## src/rtl/cdb_arbiter_if.sv

```systemverilog
// Completion-source offers into the CDB arbiter and the registered CDB broadcast out of it.
// slave = arbiter side, master = completion sources plus ROB/snoop consumers.
interface cdb_arbiter_if #(
    parameter int DEST_BIT = 4,
    parameter int DATA_W   = 32
);
    logic                rs_valid;
    logic [DATA_W-1:0]   rs_value;
    logic [DEST_BIT-1:0] rs_dest;
    logic                rs_ready;

    logic                lb_valid;
    logic [DATA_W-1:0]   lb_value;
    logic [DEST_BIT-1:0] lb_dest;
    logic                lb_ready;

    logic                sb_valid;
    logic [DEST_BIT-1:0] sb_dest;
    logic                sb_ready;

    logic                cdb_valid;
    logic [DATA_W-1:0]   cdb_value;
    logic [DEST_BIT-1:0] cdb_dest;
    logic [1:0]          cdb_src;

    modport slave (
        input  rs_valid, rs_value, rs_dest,
        output rs_ready,
        input  lb_valid, lb_value, lb_dest,
        output lb_ready,
        input  sb_valid, sb_dest,
        output sb_ready,
        output cdb_valid, cdb_value, cdb_dest, cdb_src
    );

    modport master (
        output rs_valid, rs_value, rs_dest,
        input  rs_ready,
        output lb_valid, lb_value, lb_dest,
        input  lb_ready,
        output sb_valid, sb_dest,
        input  sb_ready,
        input  cdb_valid, cdb_value, cdb_dest, cdb_src
    );
endinterface

```

## src/rtl/cdb_arbiter.sv

```systemverilog
// Round-robin arbiter sharing the registered CDB between rs/lb/sb, one holding slot each.
// Latency: accept at edge N -> CDB after edge N+1; no CDB back-pressure, sources stall via *_ready.
module cdb_arbiter #(
    parameter int DEST_BIT = 4,
    parameter int DATA_W   = 32
) (
    input  logic          clk_in,
    input  logic          rst_in,
    input  logic          rdy_in,
    input  logic          clear_all,
    cdb_arbiter_if.slave  bus
);
    localparam int NSRC = 3;

    typedef struct packed {
        logic [DATA_W-1:0]   value;
        logic [DEST_BIT-1:0] dest;
    } entry_t;

    typedef struct packed {
        logic                valid;
        logic [DATA_W-1:0]   value;
        logic [DEST_BIT-1:0] dest;
        logic [1:0]          src;
    } cdb_t;

    entry_t            slot [NSRC];
    logic [NSRC-1:0]   slot_v;
    logic [1:0]        rr_ptr;
    cdb_t              cdb_q;

    entry_t            offer [NSRC];
    logic [NSRC-1:0]   offer_v;
    logic [1:0]        order [NSRC];
    logic [NSRC-1:0]   grant;
    logic [1:0]        win;
    logic [NSRC-1:0]   ready;
    logic [NSRC-1:0]   accept;
    logic              active;

    assign active = rdy_in & ~clear_all;

    always_comb begin
        offer_v  = {bus.sb_valid, bus.lb_valid, bus.rs_valid};
        offer[0] = '{value: bus.rs_value, dest: bus.rs_dest};
        offer[1] = '{value: bus.lb_value, dest: bus.lb_dest};
        // store completions carry no data
        offer[2] = '{value: '0, dest: bus.sb_dest};
    end

    always_comb begin
        case (rr_ptr)
            2'd1:    order = '{2'd1, 2'd2, 2'd0};
            2'd2:    order = '{2'd2, 2'd0, 2'd1};
            default: order = '{2'd0, 2'd1, 2'd2};
        endcase
    end

    always_comb begin
        grant = '0;
        win   = 2'd0;
        if (active) begin
            for (int k = 0; k < NSRC; k++) begin
                if (grant == '0 && slot_v[order[k]]) begin
                    grant[order[k]] = 1'b1;
                    win             = order[k];
                end
            end
        end
    end

    // A slot being drained this cycle may take a new entry in the same edge.
    always_comb begin
        for (int i = 0; i < NSRC; i++) begin
            ready[i]  = active & (~slot_v[i] | grant[i]);
            accept[i] = offer_v[i] & ready[i];
        end
    end

    always_ff @(posedge clk_in) begin
        if (rst_in) begin
            slot_v <= '0;
            rr_ptr <= 2'd0;
            cdb_q  <= '0;
            for (int i = 0; i < NSRC; i++) begin
                slot[i] <= '0;
            end
        end else if (rdy_in) begin
            if (clear_all) begin
                slot_v      <= '0;
                rr_ptr      <= 2'd0;
                cdb_q.valid <= 1'b0;
            end else begin
                for (int i = 0; i < NSRC; i++) begin
                    if (accept[i]) begin
                        slot_v[i] <= 1'b1;
                        slot[i]   <= offer[i];
                    end else if (grant[i]) begin
                        slot_v[i] <= 1'b0;
                    end
                end
                if (|grant) begin
                    cdb_q.valid <= 1'b1;
                    cdb_q.value <= slot[win].value;
                    cdb_q.dest  <= slot[win].dest;
                    cdb_q.src   <= win;
                    rr_ptr      <= (win == 2'd2) ? 2'd0 : win + 2'd1;
                end else begin
                    cdb_q.valid <= 1'b0;
                end
            end
        end
    end

    assign bus.rs_ready  = ready[0];
    assign bus.lb_ready  = ready[1];
    assign bus.sb_ready  = ready[2];
    assign bus.cdb_valid = cdb_q.valid;
    assign bus.cdb_value = cdb_q.value;
    assign bus.cdb_dest  = cdb_q.dest;
    assign bus.cdb_src   = cdb_q.src;
endmodule

```

## src/flat_wrapper.sv

```systemverilog
// flat-port wrapper written by rule: the top's interface ports become plain ports
module cdb_arbiter_flat 
#(
    parameter int DEST_BIT = 4,
    parameter int DATA_W   = 32
)
  (clk_in, rst_in, rdy_in, clear_all, bus_rs_valid, bus_rs_value, bus_rs_dest, bus_rs_ready, bus_lb_valid, bus_lb_value, bus_lb_dest, bus_lb_ready, bus_sb_valid, bus_sb_dest, bus_sb_ready, bus_cdb_valid, bus_cdb_value, bus_cdb_dest, bus_cdb_src);
  cdb_arbiter_if #(.DEST_BIT(DEST_BIT), .DATA_W(DATA_W)) bus_i ();
  input  logic clk_in;
  input  logic rst_in;
  input  logic rdy_in;
  input  logic clear_all;
  input wire logic [$bits(bus_i.rs_valid)-1:0] bus_rs_valid;
  input wire logic [$bits(bus_i.rs_value)-1:0] bus_rs_value;
  input wire logic [$bits(bus_i.rs_dest)-1:0] bus_rs_dest;
  output wire logic [$bits(bus_i.rs_ready)-1:0] bus_rs_ready;
  input wire logic [$bits(bus_i.lb_valid)-1:0] bus_lb_valid;
  input wire logic [$bits(bus_i.lb_value)-1:0] bus_lb_value;
  input wire logic [$bits(bus_i.lb_dest)-1:0] bus_lb_dest;
  output wire logic [$bits(bus_i.lb_ready)-1:0] bus_lb_ready;
  input wire logic [$bits(bus_i.sb_valid)-1:0] bus_sb_valid;
  input wire logic [$bits(bus_i.sb_dest)-1:0] bus_sb_dest;
  output wire logic [$bits(bus_i.sb_ready)-1:0] bus_sb_ready;
  output wire logic [$bits(bus_i.cdb_valid)-1:0] bus_cdb_valid;
  output wire logic [$bits(bus_i.cdb_value)-1:0] bus_cdb_value;
  output wire logic [$bits(bus_i.cdb_dest)-1:0] bus_cdb_dest;
  output wire logic [$bits(bus_i.cdb_src)-1:0] bus_cdb_src;
  assign bus_i.rs_valid = bus_rs_valid;
  assign bus_i.rs_value = bus_rs_value;
  assign bus_i.rs_dest = bus_rs_dest;
  assign bus_rs_ready = bus_i.rs_ready;
  assign bus_i.lb_valid = bus_lb_valid;
  assign bus_i.lb_value = bus_lb_value;
  assign bus_i.lb_dest = bus_lb_dest;
  assign bus_lb_ready = bus_i.lb_ready;
  assign bus_i.sb_valid = bus_sb_valid;
  assign bus_i.sb_dest = bus_sb_dest;
  assign bus_sb_ready = bus_i.sb_ready;
  assign bus_cdb_valid = bus_i.cdb_valid;
  assign bus_cdb_value = bus_i.cdb_value;
  assign bus_cdb_dest = bus_i.cdb_dest;
  assign bus_cdb_src = bus_i.cdb_src;
  cdb_arbiter #(.DEST_BIT(DEST_BIT), .DATA_W(DATA_W)) u_core (.clk_in(clk_in), .rst_in(rst_in), .rdy_in(rdy_in), .clear_all(clear_all), .bus(bus_i));
endmodule
```

## config.mk

```make
export PLATFORM = sky130hd
export DESIGN_NAME = cdb_arbiter_flat
export DESIGN_NICKNAME = d
export VERILOG_FILES = /design/src/rtl/cdb_arbiter_if.sv /design/src/rtl/cdb_arbiter.sv /design/src/flat_wrapper.sv
export SDC_FILE = /design/constraint.sdc
export NUM_CORES = 1
export LEC_CHECK = 0
export BUFFER_PORTS_ARGS = -buffer_cell sky130_fd_sc_hd__buf_4
export CAP_MARGIN = 25
export CORE_ASPECT_RATIO = 1.25
export CORE_MARGIN = 2
export CORE_UTILIZATION = 42
export CTS_BUF_LIST = sky130_fd_sc_hd__clkbuf_8
export DETAILED_ROUTE_END_ITERATION = 6
export PLACE_DENSITY_LB_ADDON = 0.25
export SKIP_LAST_GASP = 1
export SLEW_MARGIN = 20
export SYNTH_ARGS = -nofsm -noshare
export SYNTH_HDL_FRONTEND = slang
export SYNTH_SLANG_ARGS = --single-unit
export TNS_END_PERCENT = 5
```

## constraint.sdc

```tcl
create_clock -name clk_in -period 2.9 [get_ports clk_in]
set_clock_uncertainty 0.1 [all_clocks]
set_input_delay 0.29 -clock clk_in [delete_from_list [all_inputs] [get_ports clk_in]]
set_output_delay 0.29 -clock clk_in [all_outputs]
set_load 0.005 [all_outputs]
```

==> results of run 1 <==
-- critical path: cells and delay by family (launching register included) --
family          cells  cell delay (ns)
flops               1             0.38
buf+inv             3             0.51
simple gates        4             0.78
compound gates      3             0.60
fa+ha+maj           1             0.20
-- metrics by stage --
stage,total power (µW),cells,setup TNS (ns),hold WS (ns),util
global route,4180,758,-3.10,0.0266,0.573
floorplan,2270,439,-4.41,0.351,-
global placement,2500,721,0,0.354,0.531
CTS,4050,753,-0.163,0.0240,0.564
detailed placement,2510,721,-1.87,0.363,0.531
finish,4030,758,0,0.0521,0.573
-- worst paths after layout --
kind	from	to	slack, ns	cells past startpoint
worst max-delay path	u_core.rr_ptr[1]$_SDFFE_PP0P_	u_core.slot[1][1]$_SDFFCE_PN0P_	0.03	11
worst min-delay path	bus_lb_value[16]	u_core.slot[1][20]$_SDFFCE_PN0P_	0.05	2
worst max register to register	u_core.rr_ptr[1]$_SDFFE_PP0P_	u_core.slot[1][1]$_SDFFCE_PN0P_	0.03	11
worst min register to register	u_core.bus.cdb_src[0]$_SDFFE_PP0P_	u_core.bus.cdb_src[0]$_SDFFE_PP0P_	0.37	2
-- Yosys cell counts, drive strengths merged, types with 3 or more instances --
library cell  instances
a21oi                 6
buf                  23
nor3                 32
clkbuf               11
a211oi                6
nand2                11
o221ai                3
dfxtp                44
ha                    4
edfxtp               76
a22oi                 5
o21ai                 5
inv                   6
nand2b                6
nor2                 54
nor2b                77
a31oi                 3
a221oi               36
a21o                  3
-- cell families after synthesis --
family          Yosys count  synth area share
compound gates           79             0.158
flops                   120             0.572
simple gates            194             0.212
mux                       2           0.00543
buf+inv                  40            0.0436
fa+ha+maj                 4           0.00904
-- routing by layer --
metal	up-vias	GRT usage	wire length (µm)
li1	1893	-	-
met4	0	0.0837	365
met5	-	0	0
met2	157	0.321	6780
met3	32	0.0484	760
met1	1892	0.225	5290
-- power by group through the flow --
stage               registers [µW]  logic [µW]  clock network [µW]
finish                        1990         497                1550
global route                  2000         540                1640
CTS                           1990         488                1580
detailed placement            2030         485                   0
global placement              2020         475                   0
floorplan                     2020         253                   0
-- area by class of cell --
type | count | area, µm²
fill | 1088 | 5460
sequential | 120 | 3170
multi-input combinational | 279 | 2210
timing repair buffer | 153 | 1290
clock buffer | 17 | 234
tap | 168 | 210
clock inverter | 15 | 179
inverter | 6 | 26.3
-- layout by cell type, fill, tap and decap left out, types with 2 or more instances in the layout --
| master | n |
|---|---|
| o21ai_0 | 5 |
| inv_1 | 4 |
| a21oi_1 | 4 |
| nor3_2 | 28 |
| mux2_4 | 2 |
| clkbuf_8 | 17 |
| nor3_1 | 4 |
| a211oi_1 | 5 |
| nand2b_1 | 6 |
| bufinv_16 | 3 |
| nand4bb_1 | 2 |
| o221ai_1 | 3 |
| nor2b_1 | 77 |
| nand2_1 | 11 |
| clkinvlp_4 | 5 |
| a22oi_1 | 4 |
| dfxtp_2 | 2 |
| a221oi_2 | 30 |
| a221oi_1 | 6 |
| nor2_1 | 52 |
| a21o_2 | 2 |
| clkinv_4 | 4 |
| clkinv_2 | 3 |
| buf_12 | 11 |
| a21oi_2 | 2 |
| ha_4 | 3 |
| a31oi_1 | 2 |
| nand4b_1 | 2 |
| o41a_1 | 2 |
| buf_4 | 140 |
| dfxtp_1 | 41 |
| a2bb2oi_1 | 2 |
| edfxtp_1 | 76 |
-- flip-flops by register name, indices dropped and copies added (netlist names) --
signal	cells
u_core.bus.cdb_src	2
u_core.bus.cdb_dest	4
u_core.slot	76
u_core.bus.cdb_valid	1
u_core.slot_v	3
u_core.rr_ptr	2
u_core.bus.cdb_value	32
-- timing repair --
action	CTS	global route
resized for setup	3	18
pin swaps	0	4
setup buffers	0	5
setup endpoints to repair	122	153
==> metrics.md, run 1 <==
| Metric | Value |
|---|---|
| Final Cycle Share | `0.989` |
| Cell Int Power | `3030 µW` |
| Dpl hpwl | `8850 µm` |
| Syn nets | `about 530` |
| Most frequent CP cell | `nor2b_1` |
| Post-route minimum period | `2.87 ns` |
| Vias in the first global route | `4126` |
| Netlist cell types | `46` |
| Nets | `roughly 660` |
| Sink Count | `120` |
| Pre-antenna DRT Iters | `4` |
| Sw frac | `0.248` |
| Die X-Extent | `107 µm` |
| Power Dens Cells | `roughly 550 nW/µm²` |
| Synth warn | `0` |
| Asr flop ratio synth | `0` |
| Finished layout cell area | `7320 µm²` |
| CP max-delay cell | `dfxtp_2` |
| Top post-synthesis cells by area | `edfxtp_1, dfxtp_1, nor2b_1` |
| Worst skew pair latency | `0.43 ns` |
| Rel. slew slack | `0.549` |
| Post-synth EDFFs | `76` |
| Inserted Clock Buffers | `17` |
| Clock group share of total power | `0.383` |
| Number of remaining DRC errors | `0` |
| Final setup vio count | `0` |
| Post-Syn Instances | `roughly 440` |
| Setup crit end kind | `register` |
| Worst Path Required | `around 3.0 ns` |
| Slew @ Worst Pin | `0.676 ns` |
| GP Congestion | `between 0.9 and 1` |
| Vias | `between 3000 and 4000` |
| Die Ht | `132 µm` |
| Final Hold Vio Count | `0` |
| Total GRT Usage | `0.189` |
| RSZ-0062 raised after global routing | `yes` |
| Tightest Hold Check Type | `in2reg` |
| Die ar. | `about 14000 µm²` |
| Crit path max fanout | `51` |
| Global-route wire length before repair | `20700 µm` |
| Area grow syn2layout | `32.3%` |
| Core ar. | `12800 µm²` |
| Synthesized flop and latch total | `120` |
| Share of post-route cells with drive strength above 1 | `0.459` |
| Main synth FF type | `edfxtp_1` |
| Reg power frac | `0.493` |
| Starting Density | `0.433` |
| Switching pwr | `1000 µW` |
| Rows | `46` |
| CTS max path bufs | `2` |
| Largest net degree at the start of global routing | `52` |
| Ant. Diodes | `0` |
| Sequential element share of the synthesized area | `0.572` |
| Post-CTS Hold Fix Bufs | `0` |
| Status | `finished, final reports clean` |
| Root Buffer | `clkbuf_8` |
| WP data arrival | `2.93 ns` |
| I/O pin total | `125` |
| Placed Area | `approximately 6800 µm²` |
| Top cell type's share of synthesized area | `0.412` |
| GRT overflow | `0` |
| Crit Path Category | `reg2reg` |
| H-tree depth | `4` |
| Logic pwr share | `0.123` |
| Leakage power | `0.00288 µW` |
| Post-Route WL | `13200 µm` |
| Post-placement worst setup slack | `-0.0601 ns` |
| Worst IR Drop VDD | `0.000246 V` |
| Final Max Tran Viols | `0` |
| Final WS setup | `0.0307 ns` |
| CP Launch Type | `register` |
| Count of input and output buffers | `124` |
| Cell Chain, Critical Path | `inv_1 -> ha_4 -> nor2b_1 -> a22oi_2 -> buf_4 -> o221ai_1 -> nand3_2 -> o211ai_1 -> and3_2 -> buf_12 -> nor2b_1` |
| DRT antenna net count | `0` |
| Clock-pin slew on the worst setup and hold paths | `0.08 ns` |
| Post-synth top area cell | `edfxtp_1` |
| DR iter-0 viols | `232` |
| Mapped cell area | `~5500 µm²` |
| CTS tree | `built` |
| Fmax | `349 MHz` |
| Average wire per standard cell | `17.4 µm` |
| Largest stage delay, worst path | `0.38 ns` |
| Initial antenna violation count | `0` |
| Post-DR vias/cell | `between 5 and 6` |
| # Max-Cap Violations | `0` |
| Mean post-synth cell area | `12.6 µm²` |
(Power assumes the default switching activity.)
==> run 2: changes to the inputs <==
- SETUP_SLACK_MARGIN: unset -> 0.5
==> metrics.md, run 2 (synthesis gave the netlist of run 1 again) <==
| Metric | Value |
|---|---|
| Status | `finished, final reports clean` |
| Reg area | `3170 µm²` |
| Share of post-route cells with drive strength above 1 | `0.515` |
| Initial antenna violation count | `0` |
| Dpl hpwl | `9380 µm` |
| Vias in the first global route | `4343` |
| Commonest non-fill, non-tap cell in the layout | `buf_4` |
| Die Ht | `132 µm` |
| Crit Path Category | `reg2reg` |
| Largest stage delay, worst path | `0.37 ns` |
| Max Used Layer | `met4` |
| Footprint of the multi-input gates | `2390 µm²` |
| Post-CTS Hold Fix Bufs | `0` |
| Worst skew pair latency | `between 0.4 and 0.5 ns` |
| Number of remaining DRC errors | `0` |
| Final setup vio count | `0` |
| Setup crit end | `u_core.slot[1][24]$_SDFFCE_PN0P_` |
| Routed wl met3 | `1030 µm` |
| Die ar. | `around 14000 µm²` |
| Largest net degree at the start of global routing | `32` |
| Average wire per standard cell | `18.8 µm` |
| FILL cells | `1039` |
| Most frequent CP cell | `buf_6` |
| CP max-delay cell | `dfxtp_4` |
| Post-DR vias/cell | `5.26` |
| Nets | `701` |
| Core ar. | `12800 µm²` |
| Most frequent cells in the layout | `buf_4, edfxtp_1, nor2b_1` |
| DRT antenna net count | `0` |
| Flop-to-flop setup slack | `0.11 ns` |
| CP startpoint | `u_core.rr_ptr[0]$_SDFFE_PP0P_` |
| Cell Chain, Critical Path | `inv_4 -> ha_4 -> mux2_4 -> buf_6 -> nand2_4 -> a21oi_4 -> a211o_4 -> buf_6 -> o211ai_4 -> and3_4 -> clkbuf_16 -> nor2b_1` |
| Final Cycle Share | `0.963` |
| Total GRT Usage | `0.207` |
| Tightest Hold Check Type | `in2reg` |
| I/O pin total | `125` |
| GP Congestion | `between 0.9 and 1` |
| Area grow syn2layout | `42.4%` |
| Final Max Tran Viols | `0` |
| Sink Count | `120` |
| # Max-Cap Violations | `0` |
| Post-Route WL | `14900 µm` |
| Global-route wire length before repair | `22400 µm` |
| Leakage power | `0.00319 µW` |
| Worst r2r src | `u_core.rr_ptr[0]$_SDFFE_PP0P_` |
| DR iter-0 viols | `209` |
| Crit path max fanout | `8` |
| Final Hold Vio Count | `0` |
| Worst Path Required | `between 2 and 3 ns` |
| R2R Path End | `u_core.slot[1][24]$_SDFFCE_PN0P_` |
| Rows | `between 40 and 50` |
| Starting Density | `0.433` |
| Setup TNS | `0 ns` |
| Ant. Diodes | `0` |
| H-tree depth | `4` |
| Pre-antenna DRT Iters | `4` |
| Setup crit end kind | `register` |
| Pwr Total | `between 4000 and 5000 µW` |
| Fmax | `358 MHz` |
| Vias | `4178` |
| Die X-Extent | `107 µm` |
| Rel. slew slack | `0.663` |
| Power Dens Cells | `536 nW/µm²` |
| WP data arrival | `around 2.9 ns` |
| Max reg flops | `76` |
| Routed wl met2 | `7920 µm` |
| Count of input and output buffers | `roughly 120` |
| CP Launch Type | `register` |
| CTS max path bufs | `2` |
| Slew @ Worst Pin | `between 0.5 and 0.6 ns` |
| Largest Register | `u_core.slot` |
| GRT overflow | `0` |
| Reg2reg path depth | `12` |
| Root Buffer | `clkbuf_8` |
| Clock-pin slew on the worst setup and hold paths | `0.07 ns` |
| Worst IR Drop VDD | `0.000268 V` |
| RSZ-0062 raised after global routing | `yes` |
| CTS tree | `built` |
| Post-route minimum period | `2.79 ns` |
| Wl on met1 | `5710 µm` |
| Inserted Clock Buffers | `17` |
==> run 2: area by class of cell <==
cell class              count  share of cell area
flip-flops and latches    120               0.403
multi-input cells         282               0.304
repair buffers            187               0.207
clock buffers              21              0.0367
well taps                 168              0.0267
clock inverters            11              0.0195
inverters                   6             0.00381
==> run 2: metal layers <==
layer	global-route usage	vias to the layer above
li1	-	1982
met1	0.240	2011
met2	0.360	158
met3	0.0593	27
met4	0.0786	0
met5	0	-
==> run 2: power breakdown <==
group	switching (µW)	leakage, µW	internal, µW
registers	58.7	0.00115	1930
clock network	635	0.000235	1020
logic	279	0.00180	303
total	973	0.00319	3250
==> run 2: what timing repair did <==
item	CTS	global route
resized for setup	18	29
pin swaps	7	15
setup buffers	22	10
setup endpoints to repair	191	197
gates cloned	3	6
==> run 2: worst min-delay path by stage <==
stage                                       start                                  to  cells after the start
2_1_floorplan                        bus_rs_valid       u_core.slot_v[0]$_SDFFE_PP0P_                      2
3_3_place_gp   u_core.bus.cdb_src[0]$_SDFFE_PP0P_  u_core.bus.cdb_src[0]$_SDFFE_PP0P_                      2
3_5_place_dp   u_core.bus.cdb_src[0]$_SDFFE_PP0P_  u_core.bus.cdb_src[0]$_SDFFE_PP0P_                      2
4_1_cts                           bus_lb_value[1]     u_core.slot[1][5]$_SDFFCE_PN0P_                      2
5_1_grt                           bus_lb_value[1]     u_core.slot[1][5]$_SDFFCE_PN0P_                      2
6_report                          bus_lb_value[1]     u_core.slot[1][5]$_SDFFCE_PN0P_                      2
==> run 2: worst max-delay path, delay by kind of cell, from the launching register on <==
family | cells | cell delay, ns
AND/OR/NAND/NOR | 3 | 0.45
buffers and inverters | 4 | 0.51
adder cells (fa/ha/maj) | 1 | 0.18
flip-flops | 1 | 0.37
AO/OA/AOI/OAI | 3 | 0.60
multiplexers | 1 | 0.34
==> run 2: metrics by stage <==
step	area [µm²]	util	hold slack (ns)	cells	worst slack [ns]
after floorplan	5690	-	0.351	439	0.442
after CTS	7570	0.593	0.0241	779	0.154
after global placement	6850	0.536	0.349	722	0.172
after global routing	7880	0.617	0.0253	795	0.0484
final	7880	0.617	0.0502	795	0.108
after detailed placement	6850	0.536	0.352	722	0.0927
==> run 3: changes to the inputs <==
- ABC_AREA: unset -> 1
==> metrics.md, run 3 <==
| Metric | Value |
|---|---|
| CTS tree | `built` |
| Power Dens Cells | `843 nW/µm²` |
| Sink Count | `120` |
| Pwr Total | `7060 µW` |
| Top cell type's share of synthesized area | `0.358` |
| Main synth FF type | `edfxtp_1` |
| H-tree depth | `4` |
| Clock-pin slew on the worst setup and hold paths | `approximately 0.08 ns` |
| Rel. slew slack | `0.450` |
| Post-placement worst setup slack | `0.0181 ns` |
| Core ar. | `between 10000 and 15000 µm²` |
| Netlist cell types | `31` |
| Nets | `963` |
| Initial antenna violation count | `0` |
| Mapped cell area | `between 6000 and 7000 µm²` |
| Worst skew pair latency | `0.43 ns` |
| Worst path top cell family by delay | `simple AND/OR/NAND/NOR gates` |
| Tightest Hold Check Type | `in2reg` |
| CP max-delay cell | `dfxtp_4` |
| Total GRT Usage | `0.183` |
| GRT overflow | `0` |
| Post-Syn Instances | `727` |
| Post-DR vias/cell | `4.64` |
| Root Buffer | `clkbuf_8` |
| Most frequent CP cell | `nand2_2` |
| Dpl hpwl | `a little over 10000 µm` |
| Final instance count without filler cells | `approximately 1100` |
| Max reg flops | `76` |
| Vias | `a little under 5000` |
| CP Launch Type | `register` |
| Largest stage delay, worst path | `0.36 ns` |
| GP Congestion | `0.854` |
| Post-Route WL | `15000 µm` |
| Most common cell in the netlist | `nand2_1` |
| Final Max Tran Viols | `0` |
| Post-route minimum period | `roughly 2.8 ns` |
| Rows | `50` |
| Dpl cells | `just over 1000` |
| Commonest non-fill, non-tap cell in the layout | `buf_4` |
| Cell Chain, Critical Path | `inv_2 -> ha_4 -> o21ai_1 -> nand2_2 -> nor2_4 -> nand2_2 -> o21ai_4 -> nor2_8 -> nand3_4 -> nand3_4 -> buf_12 -> nand2_2 -> buf_4` |
| Die X-Extent | `around 110 µm` |
| Buf+Inv Stages, Crit Path | `3` |
| Die ar. | `16200 µm²` |
| Asr flop ratio synth | `0` |
| Count of input and output buffers | `roughly 120` |
| DR iter-0 viols | `289` |
| Most frequent cells in the layout | `buf_4, nand2_1, inv_1` |
| Worst Path Required | `~2.5 ns` |
| WP data arrival | `2.39 ns` |
| Crit path max fanout | `7` |
| Largest net degree at the start of global routing | `37` |
| Die Ht | `between 100 and 150 µm` |
| Crit Path Category | `reg2out` |
| Final Hold Vio Count | `0` |
| Pre-antenna DRT Iters | `4` |
| Syn nets | `814` |
| CTS max path bufs | `2` |
| Final WS setup | `about 0.12 ns` |
| Final setup vio count | `0` |
| Slew @ Worst Pin | `0.819 ns` |
| Most instantiated cells after synthesis | `nand2_1, inv_1, nor2_1` |
| Final Cycle Share | `0.959` |
| Largest Register | `u_core.slot` |
| Vias in the first global route | `4727` |
| Global-route wire length before repair | `23400 µm` |
| Average wire per standard cell | `14.0 µm` |
| # Max-Cap Violations | `0` |
| I/O pin total | `125` |
| Synth warn | `0` |
| Starting Density | `0.428` |
| Ant. Diodes | `0` |
| Status | `finished, final reports clean` |
| Mean post-synth cell area | `8.77 µm²` |
| Leakage power | `0.00401 µW` |
| Number of remaining DRC errors | `0` |
| Share of post-route cells with drive strength above 1 | `0.331` |
| Sequential element share of the synthesized area | `0.496` |
| DRT antenna net count | `0` |
| Fmax | `around 360 MHz` |
| Post-synth top area cell | `edfxtp_1` |
| Inserted Clock Buffers | `17` |
| RSZ-0062 raised after global routing | `yes` |
| Setup crit end kind | `output port` |
| Synthesized flop and latch total | `120` |
| Worst IR Drop VDD | `0.000364 V` |
| Area grow syn2layout | `31.4%` |
| Post-synth EDFFs | `76` |
| Top post-synthesis cells by area | `edfxtp_1, dfxtp_1, nand2_1` |
## run 3: worst paths after layout
| kind | startpoint | to | slack [ns] | depth (start not counted) |
|---|---|---|---|---|
| max | u_core.rr_ptr[0]$_SDFFE_PP0P_ | bus_sb_ready | 0.12 | 13 |
| min | bus_rs_value[21] | u_core.slot[0][25]$_SDFFCE_PN0P_ | 0.06 | 3 |
| min reg2reg | u_core.bus.cdb_valid$_SDFFE_PP0P_ | u_core.bus.cdb_valid$_SDFFE_PP0P_ | 0.37 | 2 |
| max reg2reg | u_core.rr_ptr[0]$_SDFFE_PP0P_ | u_core.slot[0][4]$_SDFFCE_PN0P_ | 0.14 | 15 |
## run 3: area by class of cell
class	count	area, µm²
Clock buffer	20	275
Clock inverter	12	145
Fill cell	1393	6520
Inverter	135	509
Multi-Input combinational cell	432	2510
Sequential cell	120	3170
Tap cell	182	228
Timing Repair Buffer	170	1540
## run 3: power by group
part | total (µW) | internal [µW] | leakage [µW] | switching, µW
clock network | 1580 | 915 | 0.000221 | 665
logic | 3070 | 1420 | 0.00263 | 1650
registers | 2410 | 2200 | 0.00116 | 210
total | 7060 | 4530 | 0.00401 | 2530
## run 3: what timing repair did
action                                  4_1_cts  5_1_grt
gates resized for setup                       9       11
endpoints found under the hold margin         5        0
pin swaps                                     7        9
endpoints found under the setup margin      196      196
hold buffers                                  1        0
gates cloned                                  1        8
setup buffers                                 8        3
## run 3: per-stage QoR
stage | util | hold WS [ns] | TNS (ns) | area, µm²
floorplan | - | 0.252 | 0 | 6420
global placement | 0.509 | 0.362 | 0 | 7570
detailed placement | 0.509 | 0.359 | 0 | 7570
CTS | 0.546 | 0.0376 | 0 | 8140
global route | 0.562 | 0.0520 | -0.00807 | 8370
finish | 0.562 | 0.0592 | 0 | 8370
## run 3: metal layers
| layer | part of all wire | vias to the layer above | GRT usage |
|---|---|---|---|
| li1 | - | 2576 | - |
| met1 | 0.46 | 2269 | 0.249 |
| met2 | 0.49 | 109 | 0.299 |
| met3 | 0.039 | 15 | 0.0316 |
| met4 | 0.014 | 0 | 0.0578 |
| met5 | 0 | - | 0 |
## run 3: kinds of logic (layout without fill, tap and decap cells)
group           count (synthesis)  after routing  share of synthesized area
flops                         120            120                      0.496
fa+ha+maj                       4              4                    0.00785
buf+inv                       176            337                      0.132
compound gates                 17             17                     0.0169
mux                             1              1                    0.00157
simple gates                  409            410                      0.346
## run 3: worst min-delay path, delay by kind of cell
family / cells / cell delay [ns]
and+or+nand+nor: 1 / 0.08
buffers and inverters: 2 / 0.11
